[config.mk]
export PLATFORM = sky130hd
export DESIGN_NAME = layer1_input_stage
export DESIGN_NICKNAME = d
export VERILOG_FILES = /design/src/rtl/layer1_input_stage.sv
export SDC_FILE = /design/constraint.sdc
export NUM_CORES = 1
export LEC_CHECK = 0
export ABC_AREA = 1
export BUFFER_PORTS_ARGS = -buffer_cell sky130_fd_sc_hd__buf_2
export CAP_MARGIN = 40
export CORE_AREA = 2 2 141 88
export CTS_CLUSTER_DIAMETER = 120
export DETAILED_ROUTE_END_ITERATION = 16
export DIE_AREA = 0 0 143 90
export PLACE_DENSITY = 0.84
export SLEW_MARGIN = 0
export SYNTH_ARGS = -nofsm -noshare
export SYNTH_HDL_FRONTEND = slang
export SYNTH_SLANG_ARGS = --single-unit
[constraint.sdc]
create_clock -name clk -period 4.01 [get_ports clk]
set_input_delay 0.401 -clock clk [delete_from_list [all_inputs] [get_ports clk]]
set_output_delay 0.401 -clock clk [all_outputs]
set_load 0.05 [all_outputs]
[src/rtl/layer1_input_stage.sv]
// Two-entry skid buffer feeding the layer0 activation vector into the layer1 neuron LUTs.
// Latency: 1 cycle from an accepted input frame to out_valid/out_data.
// Backpressure: in_ready is registered and drops only when both entries are occupied; it never sees out_ready combinationally.
//
// Ports:
//   clk, rst_n          single clock; asynchronous active-low reset
//   flush               synchronous discard of both buffered frames (counters keep counting)
//   in_data/in_valid/in_ready      upstream valid-ready handshake
//   out_data/out_valid/out_ready   downstream valid-ready handshake; out_data is the main register
//   frame_cnt, stall_cnt           delivered-frame and stalled-cycle counters (wrap at 2^CNT_W)
//
// Optional feature: define LAYER1_INPUT_STAGE_STATS_EN to build the counters;
// without it both counter outputs are tied to zero and no counter logic exists.

module layer1_input_stage #(
    parameter int IN_W  = 64,
    parameter int CNT_W = 16
) (
    input  logic             clk,
    input  logic             rst_n,
    input  logic             flush,
    input  logic [IN_W-1:0]  in_data,
    input  logic             in_valid,
    output logic             in_ready,
    output logic [IN_W-1:0]  out_data,
    output logic             out_valid,
    input  logic             out_ready,
    output logic [CNT_W-1:0] frame_cnt,
    output logic [CNT_W-1:0] stall_cnt
);

    // Occupancy: number of frames currently held (main register first, skid second).
    typedef enum logic [1:0] {
        EMPTY = 2'd0,
        ONE   = 2'd1,
        FULL  = 2'd2
    } state_t;

    state_t          state_q;
    state_t          state_d;
    logic [IN_W-1:0] main_q;
    logic [IN_W-1:0] main_d;
    logic [IN_W-1:0] skid_q;
    logic [IN_W-1:0] skid_d;
    logic            in_ready_q;
    logic            in_xfer;
    logic            out_xfer;

    assign out_valid = (state_q != EMPTY);
    assign out_data  = main_q;
    assign in_ready  = in_ready_q;

    // in_ready_q is already low in FULL, so an input transfer can only
    // happen in EMPTY or ONE; the FULL branch below relies on this.
    assign in_xfer  = in_valid & in_ready_q;
    assign out_xfer = out_valid & out_ready;

    // Next-state and datapath steering.
    always_comb begin
        state_d = state_q;
        main_d  = main_q;
        skid_d  = skid_q;
        if (flush) begin
            // Both entries and any frame offered this cycle are dropped.
            state_d = EMPTY;
        end else begin
            case (state_q)
                EMPTY: begin
                    if (in_xfer) begin
                        state_d = ONE;
                        main_d  = in_data;
                    end
                end
                ONE: begin
                    if (in_xfer && out_xfer) begin
                        // Consumer takes main while a new frame replaces it.
                        state_d = ONE;
                        main_d  = in_data;
                    end else if (in_xfer) begin
                        // Main is stalled, so the new frame parks in skid.
                        state_d = FULL;
                        skid_d  = in_data;
                    end else if (out_xfer) begin
                        state_d = EMPTY;
                    end
                end
                FULL: begin
                    if (out_xfer) begin
                        state_d = ONE;
                        main_d  = skid_q;
                    end
                end
                default: begin
                    state_d = EMPTY;
                end
            endcase
        end
    end

    // State, data and the registered ready. in_ready_q is derived from the
    // next state so it is exact on every cycle without a combinational path
    // from out_ready; it stays low during reset and rises on the first edge.
    always_ff @(posedge clk or negedge rst_n) begin
        if (!rst_n) begin
            state_q    <= EMPTY;
            main_q     <= '0;
            skid_q     <= '0;
            in_ready_q <= 1'b0;
        end else begin
            state_q    <= state_d;
            main_q     <= main_d;
            skid_q     <= skid_d;
            in_ready_q <= (state_d != FULL);
        end
    end

`ifdef LAYER1_INPUT_STAGE_STATS_EN
    logic [CNT_W-1:0] frame_cnt_q;
    logic [CNT_W-1:0] stall_cnt_q;

    // Both counters wrap naturally at 2^CNT_W and ignore flush.
    always_ff @(posedge clk or negedge rst_n) begin
        if (!rst_n) begin
            frame_cnt_q <= '0;
            stall_cnt_q <= '0;
        end else begin
            if (out_xfer) begin
                frame_cnt_q <= frame_cnt_q + 1'b1;
            end
            if (out_valid && !out_ready) begin
                stall_cnt_q <= stall_cnt_q + 1'b1;
            end
        end
    end

    assign frame_cnt = frame_cnt_q;
    assign stall_cnt = stall_cnt_q;
`else
    assign frame_cnt = '0;
    assign stall_cnt = '0;
`endif

endmodule

After elaboration in Yosys (flattened, before gate mapping)
Index checks and enable logic that the tools add are counted.
{"block": "classes", "n_eq_ne": 6, "mux": 11, "bitwise_logic": 4, "n_reduce_logical": 6}
{"cell": "64-bit two-way mux", "count": 3}
{"cell": "64-bit case mux with 3 select lines", "count": 1}
{"cell": "2-bit two-way mux", "count": 6}
{"cell": "2-bit inequality test (second input constant)", "count": 4}
{"cell": "2-bit case mux with 3 select lines", "count": 1}
{"cell": "5-bit AND reduction", "count": 1}
{"cell": "4-bit AND reduction", "count": 1}
{"cell": "3-bit nonzero test", "count": 1}
{"cell": "1-bit AND", "count": 2}
{"cell": "2-bit by 1-bit == test with 1-bit output (second input constant)", "count": 1}
{"cell": "2-bit == test (second input constant)", "count": 1}
{"cell": "2-bit zero test", "count": 1}
{"cell": "1-bit NOT", "count": 2}
{"cell": "2-bit nonzero test", "count": 1}
{"cell": "1-bit logical AND", "count": 1}
{"block": "word_totals", "ff_bits": 131, "input_bits": 69, "out_inout_bits": 98, "wordCells": 31}

Longest topological paths before layout
{"block": "depth", "word_depth": 8, "mapped_depth": 8, "ltp_nobuf": 6}

Worst setup path after synthesis
Ideal clock, no wire load.
{"block": "synth_timing", "kind": "reg2reg", "from": "register in_ready_q (netlist: in_ready)", "to": "register skid_q[10]", "setup_ps": 117, "t_arrival_ps": 1592, "required_ps": 3893, "path_slack_ps": 2301, "stages_incl_launch_ff": 7, "cell_sequence": "dfrtp_1 -> nand2_1 -> nor3_2 -> nand2_1 -> clkbuf_1 -> nand2_1 -> nand2_1"}
{"block": "synth_between", "elab_chain_len": 4}
{"element": "start, declared", "line_no": "45", "source": "logic in_ready_q;"}
{"element": "start signal, assigned", "line_no": "113", "source": "in_ready_q <= (state_d != FULL);"}
{"element": "1-bit AND (*)", "line_no": "55", "source": "assign in_xfer = in_valid & in_ready_q;"}
{"element": "1-bit logical AND", "line_no": "75", "source": "if (in_xfer && out_xfer) begin"}
{"element": "1-bit NOT (no line)"}
{"element": "4-bit AND reduction (no line) (*)"}
{"element": "end signal, assigned", "line_no": "112", "source": "skid_q <= skid_d;"}
{"element": "end, declared", "line_no": "43", "source": "logic [IN_W-1:0] skid_q;"}
Mark *: on every way between the ends. The rest lies on a longest branch, timed or not.
A chain may end at the register's enable or synchronous reset.

Final worst setup path
{"block": "layout_timing", "from": "register state_q[1]", "to": "register main_q[2] (netlist: out_data[2])"}
{"block": "layout_between", "elab_chain_len": 5, "word_cells_on_any_way": 12}
{"element": "start, declared", "line_no": "39", "source": "state_t state_q;"}
{"element": "start signal, assigned", "line_no": "110", "source": "state_q <= state_d;"}
{"element": "2-bit nonzero test", "line_no": "49", "source": "assign out_valid = (state_q != EMPTY);"}
{"element": "1-bit AND", "line_no": "56", "source": "assign out_xfer = out_valid & out_ready;"}
{"element": "1-bit logical AND", "line_no": "75"}
{"element": "2-bit inequality test (no line)"}
{"element": "5-bit AND reduction (no line)"}
{"element": "end signal, assigned", "line_no": "111", "source": "main_q <= main_d;"}
{"element": "end, declared", "line_no": "41", "source": "logic [IN_W-1:0] main_q;"}
Several ways; a longest one is shown, not always the timed one.

==> qor.yml <==
post-cts-setup-buffers: 0
via_per_inst: 5.477
period_needed_ns: 2.500
syn_area_per_cell_sq_um: 7.719
place_congestion: 0.8048
final_area_sq_um: 7701
final_common_cell: "nand2_1"
timing.fmax_mhz: 400.0
cts_root_buf: "clkbuf_16"
cts_made_buffers: 17
end_kind: "flop"
vias: 6096
status: "finished clean"
grt-ovfl-total: 0
num_io_pins: 167
drtAntennaViolNets: 0
clock_skew_ns: 0.007843
yosysUniqueCellTypes: 17
hp-class: "primary input to flop"
grt_pass1_vias: 5606
antenna_found_initial: 0
fillCellCount: 976
final_cell_mix: "nand2_1, buf_2, dfrtp_1"
htreeDepth: 4
max_slew_margin_pct: 39.56
fin_setup_tns_ns: 0
cp_slowest_cell: "dfrtp_2"
die-area_sq_um: 12870
syn_inst: 837
coreArea_sq_um: 11670
timing.critical_path.mode_cell: "nand2_1"
drive_above_1_share_pct: 19.41
cp_data_required_time_ns: 4.36
detail_route.drc_violations: 0
fin_crit_sh_pct: 62.34
hp-start: "in_data[30]"
max_cap_viol_count: 0
power_per_cell_area_nw_per_um2: 604.7
cts_tree: "yes"
clkSinkCount: 131
place_hpwl_microns: 10330
path_class: "flop to flop"
drtIter0Drc: 729
crit_family: "flip-flops"
crit_fanout: 45
cp_num_buf_inv: 2
peakVddDrop_uv: 363.5
postPlaceCellArea_sq_um: 7077
clk_path_buf_depth: 2
finalSetupViolations: 0
rows: 31
io_buffers: 134
grt_pass1_wl_microns: 27880
start_util_pct: 55.34
drt_wl_total_microns: 17090
clk_pin_slew_ns: 0.05
syn_area_sq_um: 6461
grt.total_usage_pct: 27.13
ys_ff_latch: 131
critical-path-max-stage-delay_ns: 0.96
yosysSeqAreaShare_pct: 50.74
clk_latency_ns: 0.41
die_x_microns: 143
wl_per_cell_microns: 15.35
nets: 1004
tightest_slew_ns: 0.9065
reg2reg_from: "state_q[1]"
finalMaxSlewViolations: 0
rsz0062_at_grt: "no"
arrival_ns: 2.85
critPathLaunchType: "flop"
grt_max_degree: 94
die_h_microns: 90
finalHoldViolCount: 0
detail_route.first_pass.iterations: 5
antennaDiodeCount: 0
syn_to_final_growth_pct: 19.19
startpoint: "state_q[1]"
power.leakage_nw: 4.375
synth_warnings: 0
crit_chain: "nand2_1, nand2_1, inv_1, nand4_4, buf_4, nand2_1, nand2_1"
==> flip-flops by register name (all words and copies together), names as in the netlist <==
| name | cells |
|---|---|
| in_ready | 1 |
| skid_q | 64 |
| out_data | 64 |
| state_q | 2 |
==> cell families (layout without fill, tap and decap cells) <==
group	after synthesis	after routing	synth area share, %
AO/OA/AOI/OAI	3	3	0.4454
AND/OR/NAND/NOR	595	595	39.83
buffers and inverters	107	187	8.927
flip-flops	131	131	50.74
other	1	32	0.05804
==> report_power, final <==
group	switching (mW)	internal [mW]	total (mW)
Sequential	0.171	1.63	1.80
Combinational	0.975	0.285	1.26
Clock	0.544	1.05	1.59
Total	1.69	2.97	4.66
==> cell usage after synthesis <==
library cell  instances  area share (%)
a21oi_4               1            0.25
o21ai_0               1           0.077
dfrtp_1             131              51
conb_1                1           0.058
buf_1                 1           0.058
nor3_2                1            0.15
nand4_2               1            0.19
inv_1                 6            0.35
nand3_1             130              10
nand2_1             394              23
nor2_1                4            0.23
buf_2                38             2.9
buf_4                34             4.0
inv_2                 1           0.058
a22oi_1               1            0.12
clkbuf_1             27             1.6
nand4_1              65             6.3
==> timing repair <==
action,in CTS,in global routing
gates resized for setup,0,0
hold buffers,1,0
hold endpoints to repair,19,0
==> area by class of cell <==
class	count	area (sq um)	area share [%]
Tap cell	165	206.4	2.681
Multi-Input combinational cell	630	2758	35.81
Clock buffer	30	554.3	7.197
Sequential cell	131	3279	42.58
Timing Repair Buffer	148	817.0	10.61
Clock inverter	2	60.06	0.7799
Inverter	7	26.28	0.3412
==> per-layer routing <==
layer	track usage [%]	share of wire (%)	vias up
li1	-	-	2869
met1	39.93	45	2881
met3	7.352	9.4	25
met4	7.921	1.3	0
met2	39.39	45	321
met5	0	0	-
==> worst paths after layout <==
kind	endpoint	slack [ns]	depth (start not counted)
max	out_data[2]	1.51	7
min	skid_q[30]	0.23	3
max reg2reg	out_data[2]	1.51	7
min reg2reg	out_data[16]	0.46	2
max in group asynchronous	out_data[47]	2.60	4
min in group asynchronous	out_data[11]	0.39	2
==> tightest hold or removal path, cell delays in order <==
cell and delay, ns:
buf_2 0.09, nand3_1 0.06, nand2_1 0.06
==> per-stage QoR <==
step	utilization, %	setup WS, ns	power, mW	cells	hold WS (ns)
final	65.96	1.510	4.657	1113	0.2290
after global routing	65.96	1.285	4.876	1113	0.2334
after CTS	65.96	1.527	4.677	1113	0.2185
after detailed placement	60.62	1.555	3.075	1080	0.2560
after global placement	60.38	1.616	3.043	1079	0.4522
after floorplan	-	2.301	2.754	868	0.1054
Note: power is estimated with default switching activity, not from simulation.
